--- config.mk ---
export PLATFORM = sky130hd
export DESIGN_NAME = seq_squarer
export DESIGN_NICKNAME = d
export VERILOG_FILES = /design/src/rtl/sqrt_chk_pkg.sv /design/src/rtl/seq_squarer.sv
export SDC_FILE = /design/constraint.sdc
export NUM_CORES = 1
export LEC_CHECK = 0
export ABC_AREA = 1
export CORE_AREA = 2 2 86 88
export DETAILED_ROUTE_END_ITERATION = 8
export DIE_AREA = 0 0 88 90
export PLACE_DENSITY = 0.74
export SYNTH_ARGS = -nofsm -noshare
export SYNTH_HDL_FRONTEND = slang
export SYNTH_SLANG_ARGS = --single-unit
--- constraint.sdc ---
create_clock -name clk -period 2.4 [get_ports clk]
set_clock_uncertainty 0.2 [all_clocks]
set_input_delay 0.48 -clock clk [delete_from_list [all_inputs] [get_ports clk]]
set_output_delay 0.48 -clock clk [all_outputs]
set_load 0.1 [all_outputs]
--- src/rtl/sqrt_chk_pkg.sv ---
// Shared types and widths for the square-root sweep checker and its squarer.
package sqrt_chk_pkg;
  localparam int W     = 14;
  localparam int SQ_W  = 9;
  localparam int RES_W = 17;
  localparam int ERR_W = 16;

  typedef enum logic [2:0] {
    S_IDLE, S_DRIVE, S_SAMPLE, S_SQ_LO, S_SQ_HI, S_CHECK, S_NEXT, S_DONE
  } state_t;

  function automatic logic [RES_W-1:0] zext(input logic [W-1:0] v);
    return {{(RES_W-W){1'b0}}, v};
  endfunction
endpackage

--- src/rtl/seq_squarer.sv ---
// Shift-add squarer: one multiplier bit per cycle, done pulses 10 cycles after start.
module seq_squarer
  import sqrt_chk_pkg::*;
(
  input  logic             clk,
  input  logic             rst,
  input  logic             start,
  input  logic [SQ_W-1:0]  a,
  output logic             busy,
  output logic             done,
  output logic [RES_W-1:0] p
);
  logic             busy_q, busy_d;
  logic             done_q, done_d;
  logic [RES_W-1:0] p_q, p_d;
  logic [RES_W-1:0] acc_q, acc_d;
  logic [RES_W-1:0] mcand_q, mcand_d;
  logic [SQ_W-1:0]  mplier_q, mplier_d;
  logic [3:0]       cnt_q, cnt_d;
  logic [RES_W-1:0] sum;

  always_comb begin
    busy_d   = busy_q;
    done_d   = 1'b0;
    p_d      = p_q;
    acc_d    = acc_q;
    mcand_d  = mcand_q;
    mplier_d = mplier_q;
    cnt_d    = cnt_q;
    sum      = mplier_q[0] ? acc_q + mcand_q : acc_q;
    if (!busy_q) begin
      if (start) begin
        busy_d   = 1'b1;
        acc_d    = '0;
        mcand_d  = {{(RES_W-SQ_W){1'b0}}, a};
        mplier_d = a;
        cnt_d    = '0;
      end
    end else begin
      acc_d    = sum;
      mcand_d  = mcand_q << 1;
      mplier_d = mplier_q >> 1;
      cnt_d    = cnt_q + 4'd1;
      // Last of the SQ_W partial products: publish and free up for the next start.
      if (cnt_q == 4'(SQ_W-1)) begin
        busy_d = 1'b0;
        done_d = 1'b1;
        p_d    = sum;
      end
    end
  end

  always_ff @(posedge clk) begin
    if (rst) begin
      busy_q   <= 1'b0;
      done_q   <= 1'b0;
      p_q      <= '0;
      acc_q    <= '0;
      mcand_q  <= '0;
      mplier_q <= '0;
      cnt_q    <= '0;
    end else begin
      busy_q   <= busy_d;
      done_q   <= done_d;
      p_q      <= p_d;
      acc_q    <= acc_d;
      mcand_q  <= mcand_d;
      mplier_q <= mplier_d;
      cnt_q    <= cnt_d;
    end
  end

  assign busy = busy_q;
  assign done = done_q;
  assign p    = p_q;
endmodule

Word level (Yosys, flattened, before mapping):

Cells that the tools add are included.

* $add $sub $neg: 2
* equal/unequal tests: 1
* muxes and demuxes: 13
* bitwise gates (word level): 1
* reduce and logical (&&, ||, !) cells: 4

Operators by type and width (count)
* 2-to-1 mux 17 bit: 5
* adder 17 bit: 1
* 2-to-1 mux 8 bit: 2
* 2-to-1 mux 4 bit: 2
* adder 4 x 1 -> 4 bit (second input constant): 1
* equality test 4 bit (second input constant): 1
* 2-to-1 mux 1 bit: 4
* OR reduction 2 bit: 2
* AND reduction 2 bit: 1
* nonzero test 2 bit: 1
* inverter 1 bit: 1

* bits in registers: 66
* input port bits: 12
* output and inout bits: 19
* word-level logic and storage cells: 30

Depth between registers and ports, before layout:

Gate-level depths: netlist of the first run.

* depth after elaboration: 3
* gate-level depth with buffers: 12

Worst setup path after synthesis of the first run:

No wires, ideal clock.

* kind: reg-to-reg
* start point: register busy_q (netlist: busy)
* end point: register mcand_q[11]
* setup time: 0.070 ns
* data arrival time: 1.790 ns
* setup slack: 0.340 ns
* cell stages (with the launch flop): 5
* buffers on the path: 2
* clock period less this slack: 2.060 ns
* cell sequence: dfxtp_1 buf_2 buf_1 nand2_1 a21oi_1

* cells in the longest elaborated chain, start to end: 1
* elaborated cells between the ends (all ways): 2

RTL lines
* from (decl): line seq_squarer.sv:13 `logic busy_q, busy_d;`
* from (signal assigned): line seq_squarer.sv:63 `busy_q <= busy_d;`
* 2-to-1 mux 17 bit or nonzero test 2 bit (tied branches)
* to (signal assigned): line seq_squarer.sv:67 `mcand_q <= mcand_d;`
* to (decl): line seq_squarer.sv:17 `logic [RES_W-1:0] mcand_q, mcand_d;`

Several ways; a longest one is shown, not always the timed one.
A chain may end at the register's enable or synchronous reset.

Worst setup path in the final report of the first run:

* start point: register acc_q[0]
* end point: register p_q[14] (netlist: p[14])

* cells in the longest elaborated chain, start to end: 2

RTL lines
* from (decl): line seq_squarer.sv:16 `logic [RES_W-1:0] acc_q, acc_d;`
* from (signal assigned): line seq_squarer.sv:58 `acc_q <= '0;`
* from (signal assigned): line seq_squarer.sv:66 `acc_q <= acc_d;`
* adder 17 bit: line seq_squarer.sv:30 `sum = mplier_q[0] ? acc_q + mcand_q : acc_q;`
* 2-to-1 mux 17 bit: line seq_squarer.sv:30
* to (signal assigned): line seq_squarer.sv:65 `p_q <= p_d;`
* to (decl): line seq_squarer.sv:15 `logic [RES_W-1:0] p_q, p_d;`

Every way passes these cells.

==> results.cfg, run 1 <==
[power]
p_leak_uw = 0.00204
power.density_mw_per_mm2 = 526
peakVddDrop_uv = 363

[floorplanning]
die_x_um = 88
die-area_mm2 = 0.00792
die_y_um = 90
start_util_pct = 52.8
rows = 31
design.core.area_mm2 = 0.00702
ios = 31

[place]
dp_hpwl_um = 6010
io_buffers = 30
routabilityCongestion = 0.930
place_ws_ns = 0.231

[synth]
syn_avg_cell_area_um2 = 6.69
ys_ff_latch = 66
synth_area_leaders = dfxtp_1 36%, nand2_1 18%, inv_1 8.6%
ys_seq_area_share_pct = 35.6
synth.top_cell.area_share_pct = 35.6
yosysWarningCount = 0
synthTopCellsByCount = 174 x nand2_1, 85 x inv_1, 66 x dfxtp_1
synthArstFlopShare_pct = 0
synth_most_common_cell = nand2_1
synth_nets = 585
synth_edf_count = 0
synth_area_mm2 = 0.00371
netlist_instances = 554
synth_ff_type = dfxtp_1
synth_cell_type_count = 39
yosysTopAreaCell = dfxtp_1

[critical_path]
critPathKind = reg2reg
cp-startpoint = acc_q[0]
r2r-start = acc_q[0]
cp.required_ns = 2.44
crit_path_start_kind = flip-flop
crit_fanout = 3
reg2reg_depth = 12
worstSetupEndpointType = flip-flop
crit_arrival_ns = 2.18

[outcome]
status = finished clean

[detailed_routing]
drt_pre_antenna_iters = 4
wl_per_cell_um = 12.1
vias_per_cell = 4.92
drt-initial-drc-count = 183
drc = 0
vias = 3394
ant_nets = 0
wirelength_um = 8330

[clock_network]
holdBufCountCts = 0
clk_pin_slew_worst_paths_ns = 0.07
clock_sinks = 66
cts_tree = built
cts_setup_buffers = 0
cts_buffer_depth = 2
cts.repair.resized = 0
numCtsBuffers = 9
clk_latency_ns = 0.34
clockRootBuffer = clkbuf_8
cts_max_level = 3

[global_route]
antenna_found_initial = 0
grt_max_degree = 31
grt_pass1_wl_um = 14400
grt_pass1_vias = 3243
grt.overflow.total = 0
grt.total_usage_pct = 22.7

[job]
max_cap_viol_count = 0

[timing]
hold_viol = 0
setup_slack_ns = 0.257
setup_tns_ns = 0
post-route-min-period_ns = 2.14
maxSlewViolCount = 0
rsz0062_at_grt = false
period_share_pct = 89.3
maxSlewHeadroom_pct = 46.9
max_freq_ghz = 0.467
worst_pin_slew_ns = 0.796
whs_ns = 0.245
setup_viol = 0

[layout]
n_fill_cell = 667
syn_to_final_growth_pct = 14.7
drive_gt1_share_pct = 12.7
n_antenna_cell = 0
nets = 617

[worst_hold_path]
min_path_type = reg2reg
whs_path_depth = 1
min_from = cnt_q[2]
-- critical path, cell delays in order, from the launching register on --
cell	delay (ns)
dfxtp_1	0.33
ha_1	0.23
fa_1	0.39
nand2_1	0.11
nand2_2	0.08
nand3_1	0.10
nand2_1	0.10
nand2_1	0.10
nand2_1	0.06
nand2_1	0.06
nand3_1	0.09
nand3_1	0.13
nand2_1	0.05
-- state kept, by name, summed over array words and instances, names as in the netlist --
register	cells
p	17
cnt_q	4
mplier_q	9
busy	1
done	1
acc_q	17
mcand_q	17
-- cells by family (layout without fill, tap and decap cells) --
logic type	count (synthesis)	in the layout	share of synthesized area, %
simple gates	272	272	31.8
buf+inv	107	144	11.8
compound gates	87	87	13.4
flops	66	66	35.6
fa+ha+maj	19	19	6.62
xor+xnor	3	3	0.709
-- cell type report --
| type | instances | area, um2 | area share (%) |
|---|---|---|---|
| Sequential cell | 66 | 1320 | 31.1 |
| Tap cell | 99 | 124 | 2.91 |
| Multi-Input combinational cell | 381 | 1950 | 45.8 |
| Clock buffer | 11 | 141 | 3.32 |
| Clock inverter | 5 | 30.0 | 0.706 |
| Inverter | 87 | 327 | 7.68 |
| Timing Repair Buffer | 41 | 360 | 8.47 |
-- power breakdown --
group	switching, uW	internal (uW)
Clock	444	398
Combinational	156	96.7
Sequential	22.3	1120
-- metal layers --
| layer | share of wire (%) | GRT usage, % |
|---|---|---|
| met5 | 0 | 0 |
| met4 | 1.3 | 8.08 |
| met3 | 4.1 | 5.05 |
| met2 | 48 | 37.1 |
| met1 | 46 | 29.1 |
-- path summary, 6_finish.rpt --
check / to / slack, ns
setup reg to reg: p[14] / 0.26
hold / removal: cnt_q[2] / 0.24
hold reg to reg: cnt_q[2] / 0.24
setup / recovery: p[14] / 0.26
-- cells in the final DEF (no fill, tap or decap), types with 6 or more instances in the layout --
cell type | netlist | routed
nand2_1 | 174 | 174
inv_1 | 85 | 85
dfxtp_1 | 66 | 66
nand3_1 | 43 | 43
a21oi_1 | 31 | 31
buf_4 | 4 | 28
o21ai_0 | 24 | 24
nor2_1 | 21 | 20
ha_1 | 18 | 18
clkdlybuf4s50_1 | 0 | 11
o21ai_1 | 10 | 10
clkbuf_8 | 0 | 10
or2_2 | 8 | 8
or2_1 | 6 | 6
-- through the flow --
step / utilization [%] / area [um2] / cells / power (uW)
2_1_floorplan: - / 3710 / 554 / 1350
3_5_place_dp: 58.1 / 4080 / 674 / 1420
6_report: 60.6 / 4250 / 690 / 2240
4_1_cts: 60.6 / 4250 / 690 / 2250
3_3_place_gp: 58.1 / 4080 / 674 / 1410
5_1_grt: 60.6 / 4250 / 690 / 2340
(Power assumes the default switching activity.)
==> inputs of run 2 (changes only) <==
--- a/config.mk
+++ b/config.mk
@@ -9,7 +9,7 @@
 export CORE_AREA = 2 2 86 88
 export DETAILED_ROUTE_END_ITERATION = 8
 export DIE_AREA = 0 0 88 90
-export PLACE_DENSITY = 0.74
+export PLACE_DENSITY = 0.8
 export SYNTH_ARGS = -nofsm -noshare
 export SYNTH_HDL_FRONTEND = slang
 export SYNTH_SLANG_ARGS = --single-unit
==> results.cfg, run 2 (same netlist as run 1, synthesis figures left out) <==
[power]
clkPwrFrac_pct = 39.6
power.density_mw_per_mm2 = 542
p_leak_uw = 0.00205
p_total_uw = 2320
peakVddDrop_uv = 323
switching_share_pct = 25.8
p_switching_uw = 597
seqPwrFrac_pct = 49.5
internal-power_uw = 1720
power.share.combinational_pct = 10.9

[floorplanning]
rows = 31
start_util_pct = 52.8
design.core.area_mm2 = 0.00702
die-area_mm2 = 0.00792
die_x_um = 88
ios = 31
die_y_um = 90

[critical_path]
crit_fanout = 3
crit_path_start_kind = flip-flop
crit_arrival_ns = 2.09
r2r-start = acc_q[0]
cp.required_ns = 2.44
crit_end = acc_q[12]
cp-startpoint = acc_q[0]
r2r_setup_slack_ns = 0.35
critPathKind = reg2reg
reg2reg_depth = 12
timing.rr.end = acc_q[12]
worstSetupEndpointType = flip-flop

[global_route]
grt.total_usage_pct = 22.5
grt_pass1_vias = 3234
grt_pass1_wl_um = 14200
grt.overflow.total = 0
grt_max_degree = 34
antenna_found_initial = 0

[detailed_routing]
drt_pre_antenna_iters = 5
wl_per_cell_um = 12.1
drt-initial-drc-count = 186
ant_nets = 0
vias = 3462
vias_per_cell = 5.02
drc = 0
wirelength_um = 8320

[clock_network]
cts_setup_buffers = 0
clock_sinks = 66
cts_buffer_depth = 2
cts_tree = built
cts_max_level = 3
clk_latency_ns = 0.35
clk_pin_slew_worst_paths_ns = 0.07
clockRootBuffer = clkbuf_8
cts.repair.resized = 0
holdBufCountCts = 0
numCtsBuffers = 9

[place]
placed_area_mm2 = 0.00409
routabilityCongestion = 0.970
io_buffers = 30
place_ws_ns = 0.370
dp_hpwl_um = 6000

[job]
max_cap_viol_count = 0

[layout]
multi_input_area_mm2 = 0.00195
final_cell_mix = 174 x nand2_1, 85 x inv_1, 66 x dfxtp_1, 43 x nand3_1, 31 x a21oi_1
n_fill_cell = 644
syn_to_final_growth_pct = 15.4
n_antenna_cell = 0
regArea_mm2 = 0.00132
mostFrequentLayoutCell = nand2_1
nets = 617
final_area_mm2 = 0.00428
drive_gt1_share_pct = 12.4

[timing]
whs_ns = 0.247
post-route-min-period_ns = 2.05
hold_viol = 0
rsz0062_at_grt = false
maxSlewViolCount = 0
setup_tns_ns = 0
max_freq_ghz = 0.487
maxSlewHeadroom_pct = 62.4
setup_slack_ns = 0.346
setup_viol = 0
period_share_pct = 85.6
worst_pin_slew_ns = 0.563

[outcome]
status = finished clean

[worst_hold_path]
min_path_type = reg2reg
## run 2: cell types whose count changed in the layout (fill, tap and decap cells not counted)
cell | before | now
clkinvlp_4 | 2 | 0
buf_12 | 2 | 3
buf_4 | 28 | 27
bufinv_16 | 0 | 1
clkbuf_1 | 1 | 2
clkinv_2 | 3 | 2
## run 2: area by class of cell
type,instances,share of cell area (%)
multi-input cells,381,45.6
flip-flops and latches,66,30.9
repair buffers,41,8.71
inverters,87,7.63
clock buffers,12,3.39
well taps,99,2.89
clock inverters,3,0.936
## run 2: how the worst min path moves through the flow
stage,from,to,cells after the start
after CTS,cnt_q[2],cnt_q[2],1
after global placement,cnt_q[2],cnt_q[2],1
after detailed placement,cnt_q[2],cnt_q[2],1
after floorplan,cnt_q[2],cnt_q[2],1
final,cnt_q[2],cnt_q[2],1
after global routing,cnt_q[2],cnt_q[2],1
## run 2: routing by layer
metal,routed length [um],track usage (%)
met2,3900,36.0
met4,164,9.23
met5,0,0
met3,510,4.59
met1,3740,29.2
## run 2: per-stage QoR
stage,instances,util [%]
floorplan,554,-
global placement,674,58.3
detailed placement,674,58.3
CTS,689,61.0
global route,689,61.0
finish,689,61.0
## run 2: critical path, cell delays in order (launching register included)
cell and delay (ns):
dfxtp_1 0.32, ha_1 0.22, fa_1 0.38, nand2_1 0.11
nand2_2 0.08, nand3_2 0.09, nand2_2 0.08, nand2_1 0.10
nand2_1 0.06, nand2_1 0.05, nand3_1 0.09, nand3_1 0.09
a21oi_1 0.06
## run 2: power groups by stage
stage	Combinational [uW]	Sequential (uW)	Clock (uW)
finish	253	1150	918
global route	284	1150	974
CTS	253	1150	934
detailed placement	252	1170	0
global placement	246	1170	0
floorplan	176	1170	0
==> inputs of run 3 (changes only) <==
--- a/config.mk
+++ b/config.mk
@@ -9,6 +9,7 @@
 export CORE_AREA = 2 2 86 88
 export DETAILED_ROUTE_END_ITERATION = 8
 export DIE_AREA = 0 0 88 90
+export GPL_TIMING_DRIVEN = 0
 export PLACE_DENSITY = 0.8
 export SYNTH_ARGS = -nofsm -noshare
 export SYNTH_HDL_FRONTEND = slang
==> results.cfg, run 3 (same netlist as run 1, synthesis figures left out) <==
[floorplanning]
rows = 31
die_x_um = 88
start_util_pct = 52.8
die-area_mm2 = 0.00792
die_y_um = 90
design.core.area_mm2 = 0.00702
ios = 31

[detailed_routing]
vias_per_cell = 5.15
vias = 3591
wirelength_um = 9200
wl_per_cell_um = 13.2
drt-initial-drc-count = 199
drt_pre_antenna_iters = 5
ant_nets = 0
drc = 0

[timing]
max_freq_ghz = 0.431
rsz0062_at_grt = false
maxSlewViolCount = 0
setup_viol = 0
worst_pin_slew_ns = 0.961
setup_tns_ns = 0
hold_viol = 0
period_share_pct = 96.6
maxSlewHeadroom_pct = 36.2
post-route-min-period_ns = 2.32
whs_ns = 0.128

[critical_path]
critPathKind = reg2out
crit_slowest_cell = dlygate4sd2_1
crit_path_start_kind = flip-flop
worstSetupEndpointType = output pin
cp_top_family = buffers and inverters
slowest_delay_ns = 0.88
path_buf_inv = 1
path_cells = dlygate4sd2_1
crit_fanout = 6
crit_arrival_ns = 1.64
cp.required_ns = 1.72

[power]
power.density_mw_per_mm2 = 585
peakVddDrop_uv = 423
p_leak_uw = 0.00211

[clock_network]
clockRootBuffer = clkbuf_8
numCtsBuffers = 9
clock_sinks = 66
clk_pin_slew_worst_paths_ns = 0.07
clk_latency_ns = 0.35
cts_tree = built
cts_buffer_depth = 2
cts_max_level = 3

[layout]
nets = 624
n_antenna_cell = 0
mostFrequentLayoutCell = nand2_1
syn_to_final_growth_pct = 16.6
final_cell_mix = 174 x nand2_1, 85 x inv_1, 66 x dfxtp_1, 43 x nand3_1, 31 x a21oi_1
drive_gt1_share_pct = 9.20

[worst_hold_path]
min_path_type = in2reg

[global_route]
grt_pass1_vias = 3495
grt_max_degree = 12
antenna_found_initial = 0
grt.overflow.total = 0
grt_pass1_wl_um = 15400
grt.total_usage_pct = 24.7

[place]
io_buffers = 28
routabilityCongestion = 0.903
dp_hpwl_um = 6770

[job]
max_cap_viol_count = 0

[outcome]
status = finished clean
-- run 3: changes by cell type in the layout (fill, tap and decap cells not counted), moves of 2 or more --
cell / previous run / this run
dlygate4sd2_1: 0 / 19
buf_12: 3 / 0
bufinv_16: 1 / 3
buf_6: 0 / 2
buf_2: 0 / 6
clkbuf_1: 2 / 9
buf_4: 27 / 4
clkdlybuf4s50_1: 11 / 9
-- run 3: stage by stage --
| step | instances | utilization (%) | area, um2 | total power [uW] | setup WS [ns] |
|---|---|---|---|---|---|
| after floorplan | 554 | - | 3710 | 1350 | 0.340 |
| after global placement | 681 | 58.6 | 4110 | 1420 | 0.177 |
| after detailed placement | 681 | 58.6 | 4110 | 1420 | 0.167 |
| after CTS | 697 | 61.6 | 4320 | 2540 | 0.0731 |
| after global routing | 697 | 61.6 | 4320 | 2620 | 0.0169 |
| final | 697 | 61.6 | 4320 | 2530 | 0.0808 |
-- run 3: timing repair --
| item | in CTS | in global routing |
|---|---|---|
| hold buffers | 0 | 0 |
| gates resized for setup | 19 | 0 |
| buffers inserted | 0 | 0 |
| endpoints found under the setup margin | 19 | 0 |
-- run 3: path summary, 6_finish.rpt --
| path | from | endpoint | cells after the start | slack [ns] |
|---|---|---|---|---|
| worst max-delay path | busy | busy | 1 | 0.08 |
| worst min-delay path | rst | cnt_q[3] | 2 | 0.13 |
| worst max register to register | mcand_q[0] | acc_q[14] | 12 | 0.15 |
| worst min register to register | p[14] | p[14] | 2 | 0.25 |
-- run 3: area by class of cell --
cell class,count,area (um2)
Multi-Input combinational cell,381,1950
Timing Repair Buffer,28,256
Fill cell,641,2700
Sequential cell,66,1320
Clock inverter,5,103
Clock buffer,11,131
Tap cell,99,124
Inverter,87,327
Buffer,20,113
-- run 3: worst register-to-register path, delay by kind of cell (launching register included) --
kind | cells | cell delay, ns
flops | 1 | 0.34
simple gates | 9 | 0.90
compound gates | 1 | 0.06
fa+ha+maj | 2 | 0.62
-- run 3: report_power, final --
group	switching, uW	internal, uW	total (uW)
sequential	22.5	1120	1140
combinational	167	92.2	259
clock	437	689	1130
-- run 3: layer usage --
layer / routed length (um) / global-route usage, %
met1: 4040 / 31.1
met2: 4350 / 39.3
met3: 573 / 4.13
met4: 231 / 14.1
met5: 0 / 0
